### config.mk
export PLATFORM = sky130hd
export DESIGN_NAME = config_loader
export DESIGN_NICKNAME = d
export VERILOG_FILES = /design/src/rtl/config_loader_pkg.sv /design/src/rtl/cfg_onehot_dec.sv /design/src/rtl/config_loader.sv
export SDC_FILE = /design/constraint.sdc
export NUM_CORES = 1
export LEC_CHECK = 0
export CORE_MARGIN = 5
export CORE_UTILIZATION = 55
export DETAILED_ROUTE_END_ITERATION = 8
export DONT_BUFFER_PORTS = 1
export HOLD_SLACK_MARGIN = 0.06
export PLACE_DENSITY = 0.8
export SLEW_MARGIN = 40
export SYNTH_ARGS = -nofsm -noshare
export SYNTH_HDL_FRONTEND = slang
export SYNTH_SLANG_ARGS = --single-unit
### constraint.sdc
create_clock -name clk -period 3 [get_ports clk]
set_clock_uncertainty 0.15 [all_clocks]
set_input_delay 0.75 -clock clk [delete_from_list [all_inputs] [get_ports clk]]
set_output_delay 0.75 -clock clk [all_outputs]
set_load 0.03 [all_outputs]
### src/rtl/config_loader_pkg.sv
`default_nettype none
// ============================================================================
// Module   : config_loader_pkg
// Brief    : Shared state encoding, header field helpers and index-width
//            derivation for the tile configuration loader.
// Revision : 1.0 - initial release
// ============================================================================
package config_loader_pkg;

    typedef enum logic [2:0] {
        ST_IDLE   = 3'd0,
        ST_LOAD   = 3'd1,
        ST_SETUP  = 3'd2,
        ST_STROBE = 3'd3,
        ST_HOLD   = 3'd4,
        ST_DONE   = 3'd5
    } state_t;

    localparam int C_HDR_START_LSB = 0;

    // Never narrower than one bit, so single-word banks still get a legal index.
    function automatic int idx_width(input int n);
        return (n <= 2) ? 1 : $clog2(n);
    endfunction

    function automatic int hdr_start_msb(input int idx_w);
        return idx_w - 1;
    endfunction

    function automatic int hdr_count_lsb(input int idx_w);
        return idx_w;
    endfunction

    function automatic int hdr_count_msb(input int idx_w);
        return 2 * idx_w - 1;
    endfunction

endpackage
`default_nettype wire

### src/rtl/cfg_onehot_dec.sv
`default_nettype none
// ============================================================================
// Module   : cfg_onehot_dec
// Brief    : Word index to one-hot latch enable decoder with a global enable.
// Revision : 1.0 - initial release
// ============================================================================
module cfg_onehot_dec #(
    parameter int NUM_WORDS = 30,
    parameter int IDX_W     = 5
) (
    input  logic [IDX_W-1:0]     idx,
    input  logic                 en,
    output logic [NUM_WORDS-1:0] onehot
);

    genvar i;
    generate
        for (i = 0; i < NUM_WORDS; i++) begin : g_bit
            assign onehot[i] = en && (idx == IDX_W'(i));
        end
    endgenerate

endmodule
`default_nettype wire

### src/rtl/config_loader.sv
`default_nettype none
// ============================================================================
// Module   : config_loader
// Brief    : Framed word stream to latch bank sequencer (setup/strobe/hold).
// Revision : 1.0 - initial release
// ============================================================================
module config_loader
    import config_loader_pkg::*;
#(
    parameter int NUM_WORDS     = 30,
    parameter int WORD_W        = 32,
    parameter int STROBE_CYCLES = 1,
    parameter int IDX_W         = idx_width(NUM_WORDS)
) (
    input  logic                 clk,
    input  logic                 reset,
    input  logic                 io_cfg_valid,
    input  logic [WORD_W-1:0]    io_cfg_data,
    output logic                 io_cfg_ready,
    output logic [WORD_W-1:0]    io_d_in,
    output logic [NUM_WORDS-1:0] io_configs_en,
    output logic                 io_busy,
    output logic                 io_done,
    output logic                 io_err
);

    localparam int CNT_W   = IDX_W + 1;
    localparam int SCNT_W  = idx_width(STROBE_CYCLES);
    localparam int C_S_MSB = hdr_start_msb(IDX_W);
    localparam int C_C_LSB = hdr_count_lsb(IDX_W);
    localparam int C_C_MSB = hdr_count_msb(IDX_W);

    localparam logic [CNT_W-1:0]  C_NUM_WORDS   = CNT_W'(NUM_WORDS);
    localparam logic [CNT_W-1:0]  C_ONE         = CNT_W'(1);
    localparam logic [SCNT_W-1:0] C_STROBE_LAST = SCNT_W'(STROBE_CYCLES - 1);

    state_t               r_state;
    state_t               w_next;
    logic [IDX_W-1:0]     r_idx;
    logic [CNT_W-1:0]     r_rem;
    logic [SCNT_W-1:0]    r_scnt;
    logic [WORD_W-1:0]    r_d_in;
    logic [NUM_WORDS-1:0] r_en;
    logic                 r_ready;
    logic                 r_busy;
    logic                 r_done;
    logic                 r_err;

    logic                 w_accept;
    logic [IDX_W-1:0]     w_hdr_start;
    logic [IDX_W-1:0]     w_hdr_cnt_m1;
    logic [CNT_W-1:0]     w_hdr_n;
    logic [CNT_W-1:0]     w_hdr_end;
    logic                 w_hdr_bad;
    logic                 w_strobe_next;
    logic [NUM_WORDS-1:0] w_onehot;

    assign w_accept     = io_cfg_valid && r_ready;
    assign w_hdr_start  = io_cfg_data[C_S_MSB:C_HDR_START_LSB];
    assign w_hdr_cnt_m1 = io_cfg_data[C_C_MSB:C_C_LSB];
    // One extra bit keeps start + count free of overflow for any header.
    assign w_hdr_n      = {1'b0, w_hdr_cnt_m1} + C_ONE;
    assign w_hdr_end    = {1'b0, w_hdr_start} + w_hdr_n;
    assign w_hdr_bad    = (w_hdr_end > C_NUM_WORDS);

    always_comb begin
        w_next = r_state;
        case (r_state)
            ST_IDLE:   if (w_accept && !w_hdr_bad) w_next = ST_LOAD;
            ST_LOAD:   if (w_accept) w_next = ST_SETUP;
            ST_SETUP:  w_next = ST_STROBE;
            ST_STROBE: if (r_scnt == C_STROBE_LAST) w_next = ST_HOLD;
            ST_HOLD:   w_next = (r_rem == C_ONE) ? ST_DONE : ST_LOAD;
            ST_DONE:   w_next = ST_IDLE;
            default:   w_next = ST_IDLE;
        endcase
    end

    assign w_strobe_next = (w_next == ST_STROBE);

    cfg_onehot_dec #(
        .NUM_WORDS (NUM_WORDS),
        .IDX_W     (IDX_W)
    ) u_dec (
        .idx    (r_idx),
        .en     (w_strobe_next),
        .onehot (w_onehot)
    );

    // Outputs are registered from the next state so they are glitch-free.
    always_ff @(posedge clk) begin
        if (reset) begin
            r_state <= ST_IDLE;
            r_idx   <= '0;
            r_rem   <= '0;
            r_scnt  <= '0;
            r_d_in  <= '0;
            r_en    <= '0;
            r_ready <= 1'b0;
            r_busy  <= 1'b0;
            r_done  <= 1'b0;
            r_err   <= 1'b0;
        end else begin
            r_state <= w_next;
            r_en    <= w_onehot;
            r_ready <= (w_next == ST_IDLE) || (w_next == ST_LOAD);
            r_busy  <= (w_next != ST_IDLE);
            r_done  <= (w_next == ST_DONE);
            case (r_state)
                ST_IDLE: begin
                    if (w_accept) begin
                        r_err <= w_hdr_bad;
                        r_idx <= w_hdr_start;
                        r_rem <= w_hdr_n;
                    end
                end
                ST_LOAD: begin
                    if (w_accept) r_d_in <= io_cfg_data;
                end
                ST_SETUP: begin
                    r_scnt <= '0;
                end
                ST_STROBE: begin
                    r_scnt <= r_scnt + SCNT_W'(1);
                end
                ST_HOLD: begin
                    r_rem <= r_rem - C_ONE;
                    if (r_rem != C_ONE) r_idx <= r_idx + IDX_W'(1);
                end
                default: begin
                end
            endcase
        end
    end

    assign io_cfg_ready  = r_ready;
    assign io_d_in       = r_d_in;
    assign io_configs_en = r_en;
    assign io_busy       = r_busy;
    assign io_done       = r_done;
    assign io_err        = r_err;

endmodule
`default_nettype wire

==> flow_metrics.tcl, run 1 <==
set metrics [dict create \
    cts_tree "done" \
    worstPathArrival_ps 2660 \
    clk_latency_ps 330 \
    design.core.area_um2 5610 \
    cts-root-buf "clkbuf_8" \
    setup_viol_count_final 0 \
    num_vias 2472 \
    outcome "finished, final reports clean" \
    h-tree-depth 3 \
    syn_nets 429 \
    ys_seq_area_share_pct 50.4 \
    grt_pass1_vias 2367 \
    synth_async_sr_flop_share_pct 0 \
    fp.dieW_um 86.5 \
    timing.final.crit_share_pct 84.4 \
    syn_inst 380 \
    hold_path.class "reg -> reg" \
    fmax_mhz 395 \
    cp_top_family "compound AO/OA/AOI/OAI gates" \
    ios 101 \
    fillers 516 \
    grt_max_degree 47 \
    synth-edff-count 0 \
    yosysWarnings 0 \
    power_mw 2.27 \
    fin_crit_ps 2530 \
    ant_nets 0 \
    cts.clk_slew.worst_paths_ps 70 \
    n_antenna_cell 0 \
    numPortBuffers 0 \
    use_met2_pct 30.4 \
    gp_congestion 0.842 \
    powerDensity_nw_per_um2 658 \
    track_usage_pct 18.8 \
    tightest_slew_ps 722 \
    grt_busiest_layer "met2" \
    crit_path_end_kind "flop" \
    drtIter0Drc 108 \
    syn-cell-area_um2 3220 \
    first_pass_iters 4 \
    detailed_place_hpwl_mm 5.28 \
    final_util_pct 61.4 \
    pre_cts_ws_ps 166 \
    avgSynthCellArea_um2 8.47 \
    drc 0 \
    cts_resized 0 \
    design.die.area_um2 7480 \
    area_delta_synth_final_pct 6.88 \
    power.leakage_nw 1.26 \
    maxCapViolations 0 \
    worst_slack_ps 469 \
    post_cts_buffers 0 \
    critPathMaxStageDelay_ps 450 \
    cp_cell_sequence "ha_1 > fa_1 > a21o_1 > a21oi_1 > xor2_1 > o31ai_1 > o221a_2" \
    wire_per_inst_um 15.8 \
    start_kind "primary input" \
    critPathBufInv 0 \
    crit_fanout 4 \
    wirelength_mm 7.08 \
    cpMaxStageDelayCell "fa_1" \
    gr-total-overflow 0 \
    grtUsageMet3_pct 8.75 \
    synth-seq-cells 81 \
    avgViaCountPerCell 5.53 \
    hold_viol 0 \
    clk_path_buf_depth 2 \
    antenna_found_initial 0 \
    grt_pass1_wl_mm 11.5 \
    drive_gt1_share_pct 6.67 \
    tns_ps 0 \
    ctsHoldBuffers 0 \
    synth_ff_type "dfxtp_1" \
    cp_data_required_time_ps 3130 \
    slew_viol_final 0 \
    max_slew_margin_pct 51.8 \
    num_rows 27 \
    fin_nets 420 \
    ys_types 46 \
    cts.sinks 81 \
    cts_buffers 9 \
    start_util_pct 57.4 \
    rsz0062_at_grt "false" \
    criticalPathCategory "in -> reg" \
    irDropWorstVdd_mv 0.402 \
    die_y_um 86.5 \
    grt_util_met1_pct 23.0 \
]
==> report_power, final <==
| group | total [mW] | switching, mW | internal [mW] |
|---|---|---|---|
| Clock | 0.918 | 0.368 | 0.550 |
| Combinational | 0.187 | 0.113 | 0.0738 |
| Sequential | 1.16 | 0.0568 | 1.10 |
==> cells by family (layout without fill, tap and decap cells) <==
| family | count (synthesis) | after routing | share of synthesized area (%) |
|---|---|---|---|
| AOI/OAI and AO/OA | 77 | 77 | 14.0 |
| xor gates and xnor gates | 8 | 8 | 2.18 |
| adders and majority gates | 14 | 14 | 5.67 |
| buffers and inverters | 29 | 24 | 4.35 |
| DFF | 81 | 81 | 50.4 |
| muxes | 1 | 1 | 0.311 |
| and+or+nand+nor | 170 | 170 | 23.1 |
==> metrics by stage <==
step / std cells / instance area [um^2] / hold WS (ps)
floorplan: 380 / 3220 / 295
global placement: 432 / 3210 / 301
detailed placement: 432 / 3210 / 306
CTS: 447 / 3440 / 299
global route: 447 / 3440 / 295
finish: 447 / 3440 / 314
==> layout by cell type (no fill, tap or decap), types with 3 or more instances in the layout <==
master     Yosys  routed
a21oi_1       45      45
and2_1         4       4
and3_1         4       4
bufinv_16      0       3
clkbuf_8       0       9
dfxtp_1       81      81
ha_1          13      13
inv_1          8       8
nand2_1       87      87
nand3_1        9       9
nor2_1        46      45
nor3_1         4       4
o21ai_0       11      11
o221ai_1       3       3
o22ai_1        3       3
o31ai_1        3       3
xnor2_1        3       3
xor2_1         5       5
==> final timing paths <==
path                  startpoint  cells past startpoint           endpoint  slack, ps
hold / removal          r_idx[4]                      2           r_idx[4]        310
setup / recovery  io_cfg_data[5]                      7             io_err        470
setup reg to reg      r_state[2]                      4  io_configs_en[14]       1050
hold reg to reg         r_idx[4]                      2           r_idx[4]        310
==> worst min-delay path: stages, from the launching register on <==
cell and delay, ps:
dfxtp_1 320, nand2_1 60, a21oi_1 50
==> layer usage <==
metal,part of all wire (%),vias to the layer above
li1,-,1245
met1,42,1136
met2,48,85
met3,9.6,6
met4,0.48,0
met5,0,-
==> synthesized netlist by cell type (2+ instances only) <==
| cell | n | area (um^2) |
|---|---|---|
| buf_6 | 3 | 33.8 |
| and2_1 | 4 | 25.0 |
| nor4_1 | 2 | 12.5 |
| nand2b_1 | 2 | 12.5 |
| nor2_1 | 46 | 173 |
| xnor2_1 | 3 | 26.3 |
| dfxtp_1 | 81 | 1620 |
| ha_1 | 13 | 163 |
| nand3_1 | 9 | 45.0 |
| nand2_1 | 87 | 327 |
| buf_1 | 5 | 18.8 |
| o221ai_1 | 3 | 26.3 |
| o31ai_1 | 3 | 22.5 |
| and3_1 | 4 | 25.0 |
| o22ai_1 | 3 | 18.8 |
| buf_2 | 7 | 35.0 |
| nor3_1 | 4 | 20.0 |
| or2_2 | 2 | 12.5 |
| clkbuf_1 | 6 | 22.5 |
| inv_1 | 8 | 30.0 |
| a31oi_1 | 2 | 12.5 |
| a21oi_1 | 45 | 225 |
| xor2_1 | 5 | 43.8 |
| o21ai_0 | 11 | 55.1 |
==> sequential cells by signal (all words and copies together) (netlist names) <==
| name | flops |
|---|---|
| r_state | 3 |
| io_done | 1 |
| io_cfg_ready | 1 |
| io_d_in | 32 |
| r_idx | 5 |
| r_scnt | 1 |
| r_rem | 6 |
| io_err | 1 |
| io_configs_en | 30 |
| io_busy | 1 |
==> area by class of cell <==
type / instances / area, um^2 / area share (%)
flip-flops and latches: 81 / 1620 / 47.1
multi-input cells: 270 / 1460 / 42.4
clock buffers: 10 / 128 / 3.71
clock inverters: 5 / 104 / 3.02
well taps: 72 / 90.1 / 2.62
inverters: 8 / 30.0 / 0.873
repair buffers: 1 / 7.51 / 0.218
Note: power is estimated with default switching activity, not from simulation.
==> inputs of run 2 (changes only) <==
==> constraint.sdc (replaced) <==
create_clock -name clk -period 2.5 [get_ports clk]
set_clock_uncertainty 0.15 [all_clocks]
set_input_delay 0.625 -clock clk [delete_from_list [all_inputs] [get_ports clk]]
set_output_delay 0.625 -clock clk [all_outputs]
set_load 0.03 [all_outputs]
==> run 2 against run 1 <==
  * Sequential share of layout area increased by 0.15 points
  * Critical path type unchanged
  * First-iteration DRC count up 3.7%
  * Flip-flop and latch count did not move
  * Global-route usage is 0.40 points higher
  * Register-to-register slack got worse by 520 ps
  * Sequential power grew 20%
  * Largest power group unchanged
  * Worst setup slack lost 280 ps
  * Largest cell class unchanged
  * Critical path depth unchanged
  * Highest routed layer unchanged
==> flow_metrics.tcl, run 2 (synthesized netlist as in run 1, its figures left out) <==
set metrics [dict create \
    setup_viol_count_final 0 \
    area_delta_synth_final_pct 6.53 \
    use_met2_pct 32.4 \
    wire_per_inst_um 16.3 \
    track_usage_pct 19.2 \
    fin_crit_ps 2310 \
    outcome "finished, final reports clean" \
    start_util_pct 57.4 \
    avgViaCountPerCell 5.53 \
    cts.clk_slew.worst_paths_ps 80 \
    worstPathArrival_ps 2390 \
    maxCapViolations 0 \
    layout_commonest_cell "nand2_1" \
    instances_no_fill 447 \
    rsz0062_at_grt "false" \
    clk_path_buf_depth 2 \
    num_rows 27 \
    slew_viol_final 0 \
    grtUsageMet3_pct 8.37 \
    r2r_cells 4 \
    numPlacedInstances 432 \
    h-tree-depth 3 \
    cp_data_required_time_ps 2580 \
    hold_path.class "in -> reg" \
    hold_depth 1 \
    hold-path-endpoint "io_d_in[27]" \
    register_area_um2 1620 \
    tightest_slew_ps 720 \
    grt_pass1_vias 2389 \
    power_mw 2.64 \
    grt_max_degree 47 \
    start_kind "primary input" \
    max_slew_margin_pct 52.0 \
    post_cts_buffers 0 \
    die_y_um 86.5 \
    multi_input_area_um2 1470 \
    ios 101 \
    cts_tree "done" \
    crit_path_end_kind "flop" \
    worstSetupStartpoint "io_cfg_data[5]" \
    largest_reg_flops 32 \
    ant_nets 0 \
    power.leakage_nw 1.25 \
    num_vias 2470 \
    gp_congestion 0.877 \
    wirelength_mm 7.27 \
    first_pass_iters 4 \
    fp.dieW_um 86.5 \
    drc 0 \
    drtIter0Drc 112 \
    crit_fanout 4 \
    design.die.area_um2 7480 \
    final_util_pct 61.2 \
    cts.sinks 81 \
    min-delay-start "reset" \
    cts-root-buf "clkbuf_8" \
    numPortBuffers 0 \
    grt_pass1_wl_mm 11.4 \
    fin_nets 420 \
    detailed_place_hpwl_mm 5.44 \
    grt_util_met1_pct 21.1 \
    n_antenna_cell 0 \
    clk_latency_ps 340 \
    design.core.area_um2 5610 \
    powerDensity_nw_per_um2 771 \
    cts_buffers 9 \
    hold_slack_ps 191 \
    criticalPathCategory "in -> reg" \
    cts_resized 0 \
    layout_common_cells "nand2_1 (87), dfxtp_1 (81), nor2_1 (45), a21oi_1 (45), ha_1 (13)" \
    irDropWorstVdd_mv 0.354 \
    r2r_setup_slack_ps 530 \
    antenna_found_initial 0 \
    drive_gt1_share_pct 7.20 \
    grt_busiest_layer "met2" \
    fmax_mhz 433 \
    ctsHoldBuffers 0 \
    reg2reg_from "r_state[2]" \
    timing.final.crit_share_pct 92.4 \
    gr-total-overflow 0 \
    fillers 514 \
    r2r_end "io_configs_en[16]" \
    hold_viol 0 \
]
[run 2: where the power goes]
part           switching (mW)  total (mW)  internal, mW
logic                   0.141       0.230        0.0896
registers              0.0685        1.39          1.32
clock network           0.461        1.02         0.562
total                   0.670        2.64          1.98
[run 2: how the worst max path moves through the flow]
stage	endpoint	slack, ps	cells after the start
finish	io_err	190	7
CTS	io_err	230	7
floorplan	io_err	10	7
detailed placement	io_err	-130	7
global placement	io_err	-40	7
global route	io_busy	140	7
[run 2: metrics by stage]
stage / cell area (um^2) / setup TNS, ps / worst slack (ps)
5_1_grt: 3430 / 0 / 139
6_report: 3430 / 0 / 190
3_3_place_gp: 3210 / -36.8 / -36.8
4_1_cts: 3430 / 0 / 231
2_1_floorplan: 3220 / 0 / 14.4
3_5_place_dp: 3210 / -329 / -132
[run 2: final cells by class]
cell class	instances	area share (%)
Clock buffer	9	3.61
Clock inverter	6	2.66
Inverter	8	0.876
Multi-Input combinational cell	270	42.7
Sequential cell	81	47.3
Tap cell	72	2.63
Timing Repair Buffer	1	0.219
[run 2: worst max-delay path, stage by stage]
cell	delay (ps)
ha_1	340
fa_1	450
a21o_1	200
a21oi_1	160
xor2_1	230
o31ai_2	110
o221a_2	260
[run 2: routing by layer]
layer	vias to the layer above	share of wire, %
met5	-	0
met4	0	1.0
met3	9	9.6
met2	81	50
met1	1136	39
li1	1244	-
